## src/rtl/dpram_be_clr.sv

```systemverilog
// dpram_be_clr: true dual-port synchronous RAM with per-lane byte enables,
// selectable same-port read-during-write, port-A-wins collision resolution
// and a sequential clear engine that fills the array after reset or on request.
// Optional build macro: DPRAM_OUTREG_EN adds a second output register stage
// on q_a, q_b and collision (read latency 2 instead of 1).
module dpram_be_clr #(
  parameter int data_width = 8,
  parameter int address_width = 8,
  parameter int byte_width = 8,
  parameter int rdw_new = 1,
  parameter logic [data_width-1:0] clear_value = '0
) (
  input  logic                               clock,
  input  logic                               reset_n,
  input  logic                               clear,
  output logic                               busy,
  input  logic [address_width-1:0]           addr_a,
  input  logic [address_width-1:0]           addr_b,
  input  logic [data_width-1:0]              data_a,
  input  logic [data_width-1:0]              data_b,
  input  logic                               we_a,
  input  logic                               we_b,
  input  logic [data_width/byte_width-1:0]   be_a,
  input  logic [data_width/byte_width-1:0]   be_b,
  output logic [data_width-1:0]              q_a,
  output logic [data_width-1:0]              q_b,
  output logic                               collision
);

  localparam int lanes = data_width / byte_width;
  localparam int depth = 2 ** address_width;
  localparam logic [address_width:0] last_addr = {1'b0, {address_width{1'b1}}};

  typedef enum logic {
    S_CLEAR,
    S_IDLE
  } state_t;

  state_t state, state_next;

  // One extra counter bit so the final compare never aliases address 0.
  logic [address_width:0]   count, count_next;
  logic [address_width-1:0] clear_addr;

  logic [data_width-1:0] old_a, old_b;
  logic [data_width-1:0] merged_a, merged_b;
  logic [data_width-1:0] read_a, read_b;
  logic                  overlap;

  logic [data_width-1:0] q1_a, q1_b;
  logic                  coll1;

  assign busy       = (state == S_CLEAR);
  assign clear_addr = count[address_width-1:0];

  // Clear engine state and address counter; reset restarts a full clear.
  always_ff @(posedge clock or negedge reset_n) begin
    if (!reset_n) begin
      state <= S_CLEAR;
      count <= '0;
    end else begin
      state <= state_next;
      count <= count_next;
    end
  end

  // Clear engine sequencing: sweep every address once, then wait for a request.
  always_comb begin
    state_next = state;
    count_next = count;
    case (state)
      S_CLEAR: begin
        count_next = count + 1'b1;
        if (count == last_addr) begin
          state_next = S_IDLE;
        end
      end
      S_IDLE: begin
        if (clear) begin
          state_next = S_CLEAR;
          count_next = '0;
        end
      end
      default: begin
        state_next = S_CLEAR;
        count_next = '0;
      end
    endcase
  end

  // Storage is split per byte lane so each lane has its own write enable.
  for (genvar g = 0; g < lanes; g++) begin : g_lane
    logic [byte_width-1:0] store [depth];

    // Lane write: clear engine owns the array while busy; otherwise port B
    // writes first and port A's later assignment wins on a shared address.
    always_ff @(posedge clock) begin
      if (busy) begin
        if (reset_n) begin
          store[clear_addr] <= clear_value[g*byte_width +: byte_width];
        end
      end else begin
        if (we_b && be_b[g]) begin
          store[addr_b] <= data_b[g*byte_width +: byte_width];
        end
        if (we_a && be_a[g]) begin
          store[addr_a] <= data_a[g*byte_width +: byte_width];
        end
      end
    end

    assign old_a[g*byte_width +: byte_width] = store[addr_a];
    assign old_b[g*byte_width +: byte_width] = store[addr_b];
  end

  // Read data selection: pre-write word or own-port merged word, plus the
  // overlapping-lane collision flag.
  always_comb begin
    merged_a = old_a;
    merged_b = old_b;
    for (int i = 0; i < lanes; i++) begin
      if (be_a[i]) begin
        merged_a[i*byte_width +: byte_width] = data_a[i*byte_width +: byte_width];
      end
      if (be_b[i]) begin
        merged_b[i*byte_width +: byte_width] = data_b[i*byte_width +: byte_width];
      end
    end
    read_a  = ((rdw_new != 0) && we_a) ? merged_a : old_a;
    read_b  = ((rdw_new != 0) && we_b) ? merged_b : old_b;
    overlap = we_a && we_b && (addr_a == addr_b) && (|(be_a & be_b));
  end

  // First output stage: registered read data, forced to zero while clearing.
  always_ff @(posedge clock or negedge reset_n) begin
    if (!reset_n) begin
      q1_a  <= '0;
      q1_b  <= '0;
      coll1 <= 1'b0;
    end else if (busy) begin
      q1_a  <= '0;
      q1_b  <= '0;
      coll1 <= 1'b0;
    end else begin
      q1_a  <= read_a;
      q1_b  <= read_b;
      coll1 <= overlap;
    end
  end

`ifdef DPRAM_OUTREG_EN
  logic [data_width-1:0] q2_a, q2_b;
  logic                  coll2;

  // Second output stage for timing closure; also zero while clearing.
  always_ff @(posedge clock or negedge reset_n) begin
    if (!reset_n) begin
      q2_a  <= '0;
      q2_b  <= '0;
      coll2 <= 1'b0;
    end else if (busy) begin
      q2_a  <= '0;
      q2_b  <= '0;
      coll2 <= 1'b0;
    end else begin
      q2_a  <= q1_a;
      q2_b  <= q1_b;
      coll2 <= coll1;
    end
  end

  assign q_a       = q2_a;
  assign q_b       = q2_b;
  assign collision = coll2;
`else
  assign q_a       = q1_a;
  assign q_b       = q1_b;
  assign collision = coll1;
`endif

endmodule
```

## config.mk

```make
export PLATFORM = sky130hd
export DESIGN_NAME = dpram_be_clr
export DESIGN_NICKNAME = d
export VERILOG_FILES = /design/src/rtl/dpram_be_clr.sv
export SDC_FILE = /design/constraint.sdc
export NUM_CORES = 2
export LEC_CHECK = 0
export BUFFER_PORTS_ARGS = -buffer_cell sky130_fd_sc_hd__buf_2
export CAP_MARGIN = 40
export CORE_MARGIN = 4
export CORE_UTILIZATION = 40
export CTS_CLUSTER_DIAMETER = 100
export DETAILED_ROUTE_END_ITERATION = 8
export HOLD_SLACK_MARGIN = 0.03
export PLACE_DENSITY = 0.55
export SKIP_LAST_GASP = 1
export SYNTH_ARGS = -nofsm -noshare
export SYNTH_HDL_FRONTEND = slang
export SYNTH_SLANG_ARGS = --single-unit
```

## constraint.sdc

```tcl
create_clock -name clock -period 7.9 [get_ports clock]
set_clock_uncertainty 0.1 [all_clocks]
set_input_delay 0 -clock clock [delete_from_list [all_inputs] [get_ports clock]]
set_output_delay 0 -clock clock [all_outputs]
set_load 0.005 [all_outputs]
```

## After elaboration in Yosys (flattened, before gate mapping)

Memory sizes are Yosys's and may differ from the RTL's.
Cells that the tools add are included.

| word-level totals | value |
|---|---|
| bits in registers | 27 |
| latch bits | 0 |
| memory bits (writable) | 2048 |
| bits in read-only memories | 0 |
| bits of input ports | 39 |
| word-level logic and storage cells | 42 |
| memories kept | 1 |

Memories:

| memory | words | bits a word | read ports | clocked after Yosys merged registers in | write ports | line | RTL |
|---|---|---|---|---|---|---|---|
| g_lane[0].store | 256 | 8 | 2 | 0 | 2 | 93 | `logic [byte_width-1:0] store [depth];` |

| operators by class | value |
|---|---|
| add/sub/neg operators | 1 |
| multipliers | 0 |
| divide/modulo/power cells | 0 |
| $lt $le $gt $ge | 0 |
| equal/unequal tests | 3 |
| shift operators | 0 |
| mux-type cells | 24 |
| bitwise logic cells | 2 |
| reduce and logical (&&, ||, !) cells | 6 |

Operators with widths:

| cell | count |
|---|---|
| two-way mux 8 bit | 8 |
| case mux 9 bit (2 select lines) | 1 |
| two-way mux 1 bit | 13 |
| adder 9 x 1 -> 9 bit (second input constant) | 1 |
| == test 9 x 8 -> 1 bit (second input constant) | 1 |
| two-way mux 9 bit | 1 |
| == test 8 bit | 1 |
| OR reduction 8 bit | 1 |
| logical AND 1 bit | 5 |
| != test 2 bit (second input constant) | 1 |
| case mux 1 bit (2 select lines) | 1 |
| bitwise AND 1 bit | 1 |
| inverter 1 bit | 1 |

## Depth between registers and ports, before layout

| depth | value |
|---|---|
| depth after elaboration | 6 |
| mapped depth | 12 |
| mapped depth without buffers | 6 |

## Worst setup path after synthesis

Ideal clock, no wire load.

| path | value |
|---|---|
| kind | reg2reg |
| from | register state |
| to | memory g_lane[0].store[100][0] (enable) |
| setup time | 0.376 ns |
| arrival time | 2.461 ns |
| required time | 7.424 ns |
| path slack | 4.963 ns |
| stages on the path, launching flop included | 9 |
| path buffers | 3 |
| clock period less this slack | 2.937 ns |
| cell sequence | dfrtp_1 > and3_1 > clkbuf_1 > buf_1 > a31oi_1 > nor2_1 > nand2_1 > clkbuf_1 > o22ai_1 |

RTL lines:

| item | line | RTL |
|---|---|---|
| start, declared | 39 | `state_t state, state_next;` |
| start signal, assigned | 62 | `state <= state_next;` |
| end, declared | 93 |  |

## Final worst setup path

| path | value |
|---|---|
| from | input port addr_b[2] |
| to | register q1_b[6] (netlist: q_b[6]) |

| on the way | value |
|---|---|
| cells in the longest elaborated chain, start to end | 4 |

Ends and longest elaborated chain:

| item | line | RTL |
|---|---|---|
| start, declared | 18 | `input logic [address_width-1:0] addr_b,` |
| memory (256 x 8 bit) * | n/a |  |
| two-way mux 8 bit | 125 | `if (be_b[i]) begin` |
| two-way mux 8 bit * | 130 | `read_b = ((rdw_new != 0) && we_b) ? merged_b : old_b;` |
| two-way mux 8 bit * | 140 | `end else if (busy) begin` |
| end signal, assigned | 146 | `q1_b <= read_b;` |
| end, declared | 50 | `logic [data_width-1:0] q1_a, q1_b;` |

Every way passes the cells marked *; elsewhere a longest branch is shown, timed or not.
A chain may end at the register's enable or synchronous reset.

==> results.md <==
Setup path:
- For the worst setup path, the data required time is 8590 ps.
- The largest single stage delay on the critical path is 610 ps.
- The critical path goes through dlygate4sd3_1, buf_8, buf_12, or2_4, buf_4, buf_4, o221ai_1, o22ai_1, nor3_1, o22ai_1, o41ai_1, dlygate4sd3_1.
- The critical path launch point type is an input port.
- The worst setup path category is in2reg.
- The most critical setup path has its startpoint at addr_b[2].
- The startpoint of the worst register-to-register path is state.
- The slowest library cell on the worst path is sky130_fd_sc_hd__or2_4.
- The worst-path maximum fanout is 111.
- The worst setup path is captured at a register.
- For the worst setup path, the data arrival time is 5330 ps.

Worst hold path:
- The min-delay analysis places its worst path in the category in2reg.
- The critical hold path startpoint is addr_b[5].

Drt:
- The post-detailed-routing wire length is 500,000 microns.
- For this run, design rule violations remaining after detail routing come to 13.
- The via total after detailed routing is 93,300.
- In the final routed layout, each cell accounts on average for 36.1 microns.
- The routed via count divided by cell count is 6.74.
- In this run, the number of DRC markers left after iteration 0 of detailed routing was 16,800.
- Once detail routing completed, the nets flagged for antenna violations numbered 0.
- The total iterations of the first detailed-routing run is 9.

Run status:
- The final reports fail on DRC.
- The flow ran to the end, but the final reports show violations.

GRT:
- The met2 usage in global routing is 45.9%.
- The global-route wire length before repair is 694,000 microns.
- The number of antenna violations at the first check in global routing is 40.
- Entering global routing, the biggest net connects 154 pins.
- The via count of the first global-routing pass was 86,200.
- For this run, global-route usage on met1 was measured as 41.0%.
- The global-route layer with the greatest usage is met2.
- Global routing finished with a remaining overflow of 0.
- Global routing used 31.5% of the available tracks.
- Global routing used 9.63% of the available met3 tracks.

Synthesis:
- Of the post-synthesis cell area, the dominant cell type holds 51.2%.
- The count of synthesis-stage warnings from yosys is 0.
- The synthesized area per cell is 11.9 sq um.
- In this run, synthesis inferred 2,048 flip-flops with an integrated enable.
- The combined area of all synthesized cells is 0.120 sq mm.
- The share of synthesized registers carrying an async set or reset is 1.30%.
- In the synthesized netlist the dominant register cell turns out to be sky130_fd_sc_hd__edfxtp_1.
- The commonest cells after synthesis are sky130_fd_sc_hd__nand2_1 (2,180), sky130_fd_sc_hd__o21ai_0 (2,129), sky130_fd_sc_hd__edfxtp_1 (2,048), sky130_fd_sc_hd__mux4_2 (1,046), sky130_fd_sc_hd__clkbuf_1 (833).
- The count of unique library cells instantiated by Yosys is 58.
- Counting every instance in the synthesized netlist gives 10,100.
- The total of flip-flops plus latches after synthesis is 2,075.
- The number of nets handed over by synthesis was 10,200.
- Ranked by total cell area, the synthesized netlist is headed by sky130_fd_sc_hd__edfxtp_1 (51%), sky130_fd_sc_hd__mux4_2 (20%), sky130_fd_sc_hd__o21ai_0 (8.9%).
- The cell with the most instances after synthesis is sky130_fd_sc_hd__nand2_1.
- The leading area contributor after synthesis is sky130_fd_sc_hd__edfxtp_1.
- After synthesis, flip-flops and latches occupy 51.7% of the total area.

STA:
- Setup repair after global routing left no endpoint under its margin.
- In the finished design, the share of the clock period the worst path needs comes to 58.8%.
- The total negative slack for setup checks is 0 ps.
- The max-slew violation count was 0.
- The final hold violation count is 0.
- Setup violations remaining at the end of the flow were counted as 0.
- Measured against its own limit, the worst slew margin works out to 10.6%.
- The post-route worst hold slack is 141 ps.
- The worst-margin pin slew is 1340 ps.
- The achievable clock frequency is 0.215 GHz.
- The clock period minus final worst setup slack is 4640 ps.

Die:
- The number of placed I/O pins is 57.
- The number of standard-cell rows in the floorplan is 200.
- The width of the chip is 556 microns.
- For this configuration, the core starts out at a cell density of 40.3%.
- From bottom edge to top edge, the die measures 556 microns.
- The die covers 0.309 sq mm.
- The total area inside the core boundary comes to 0.298 sq mm.

Cells and area:
- Cells with a size suffix above 1 make up 19.9% of the layout.
- Measured on the finished design, the core utilization comes to 44.6%.
- At the end of the flow, the number of nets in the layout was 9,719.
- The number of fillers in the final layout is 26,500.
- Once layout is complete, the cells apart from fillers number 13,800.
- The growth of design area from synthesis to finish is 10.5%.

Clock network:
- For the worst-skew pair, the clock arrives at the later sink with an insertion delay of 940 ps.
- The sink count of the clock tree is 2,075.
- CTS built an H-tree with a depth of 4.
- Clock-pin slew was measured on the worst setup and hold paths at 70 ps.
- TritonCTS built the clock tree.
- The total clock buffers created by CTS is 236.
- Clock tree synthesis selected as its root buffer the cell sky130_fd_sc_hd__clkbuf_16.
- The maximum buffer depth of the clock tree is 4.
- The number of setup buffers added after CTS is 0.

Placed design:
- After detailed placement, the design holds a cell count of 13,300.
- At the end of routability-driven placement, the weighted congestion stood at 0.996.
- The placed wire-length estimate after detailed placement is 328,000 microns.
- The count of buffers added on input and output ports is 56.

Pwr:
- Of the total power, the share spent switching nets is 26.1%.
- The peak supply drop is 184 uV.
- Summed over all nets, the switching power comes to 6.87 mW.
- The clock share of power is 43.2%.
- The share of power burned in combinational logic is 11.0%.
- The overall power consumption is 26.4 mW.
- The fraction of power consumed by sequential logic is 45.9%.
- Cell internal power was estimated by the tool at 19.5 mW.
- The ratio of total power to cell area is 199 mW/mm^2.
- The static leakage is 44.4 nW.

Flow run:
- The tool flagged a number of max-cap violations equal to 0.
==> area by class of cell <==
cell class | instances | area, sq um | area share (%)
flip-flops and latches | 2075 | 62200 | 46.8
multi-input cells | 6843 | 53000 | 39.9
clock buffers | 287 | 6260 | 4.71
well taps | 3939 | 4930 | 3.71
repair buffers | 512 | 4720 | 3.55
clock inverters | 137 | 1520 | 1.14
diodes | 43 | 108 | 0.0810
inverters | 10 | 37.5 | 0.0283
==> metal layers <==
layer | vias up | routed length [microns]
met1 | 46300 | 177000
met4 | 22 | 37400
met3 | 1459 | 70100
li1 | 37900 | -
met2 | 7646 | 215000
met5 | - | 202
==> critical path, delay by kind of cell <==
family / cells / cell delay (ps)
AO/OA/AOI/OAI: 4 / 1020
AND/OR/NAND/NOR: 2 / 770
buffers and inverters: 6 / 3160
==> stage by stage <==
stage	cell area [sq um]	setup slack (ps)
after global routing	133000	3220
after detailed placement	124000	3110
after CTS	132000	3440
final	133000	3260
after floorplan	120000	4960
after global placement	122000	2750
==> power groups by stage <==
| stage | Clock [mW] | Sequential, mW | Combinational [mW] |
|---|---|---|---|
| 5_1_grt | 11.9 | 12.1 | 2.87 |
| 6_report | 11.4 | 12.1 | 2.89 |
| 3_3_place_gp | 0 | 12.3 | 2.62 |
| 2_1_floorplan | 0 | 12.3 | 1.50 |
| 4_1_cts | 11.4 | 12.1 | 2.75 |
| 3_5_place_dp | 0 | 12.3 | 2.72 |
==> flip-flops by register name, summed over array words and instances, names as in the netlist <==
register	cells
collision	1
q_a	8
q_b	8
g_lane.store	2048
state	1
count	9
==> logic make-up after synthesis <==
group | Yosys count | synth area share, %
AOI/OAI and AO/OA | 2772 | 12.5
and+or+nand+nor | 2659 | 8.73
DFF | 2075 | 51.7
muxes | 1399 | 22.5
buffers and inverters | 1209 | 4.42
xor gates and xnor gates | 11 | 0.0802
adders and majority gates | 2 | 0.0208
==> cell usage in the layout (no fill, tap or decap), drive strengths merged, types with 27 or more instances in the layout <==
cell type and count:
nand2 2180, o21ai 2130, edfxtp 2048, mux4 1046, buf 460, mux2i 352, o22ai 339, nor2 308
clkbuf 294, o221ai 92, clkinv 90, a21oi 87, a22oi 66, dlygate4sd3 45, diode 43, nor3 32
bufinv 30, dfrtp 27
==> worst paths after layout <==
check,endpoint,slack (ps),cells past startpoint
worst max-delay path,q_b[6],3260,12
worst min-delay path,q_b[5],140,5
worst max register to register,g_lane[0].store[122][5],3500,7
worst min register to register,count[0],510,1
max in group asynchronous,q_b[1],7010,4
min in group asynchronous,q_a[0],200,4
==> what timing repair did <==
action	4_1_cts	5_1_grt
resized for setup	0	0
endpoints found under the hold margin	805	0
hold buffers	45	0
Power figures use the tool's default switching activity.
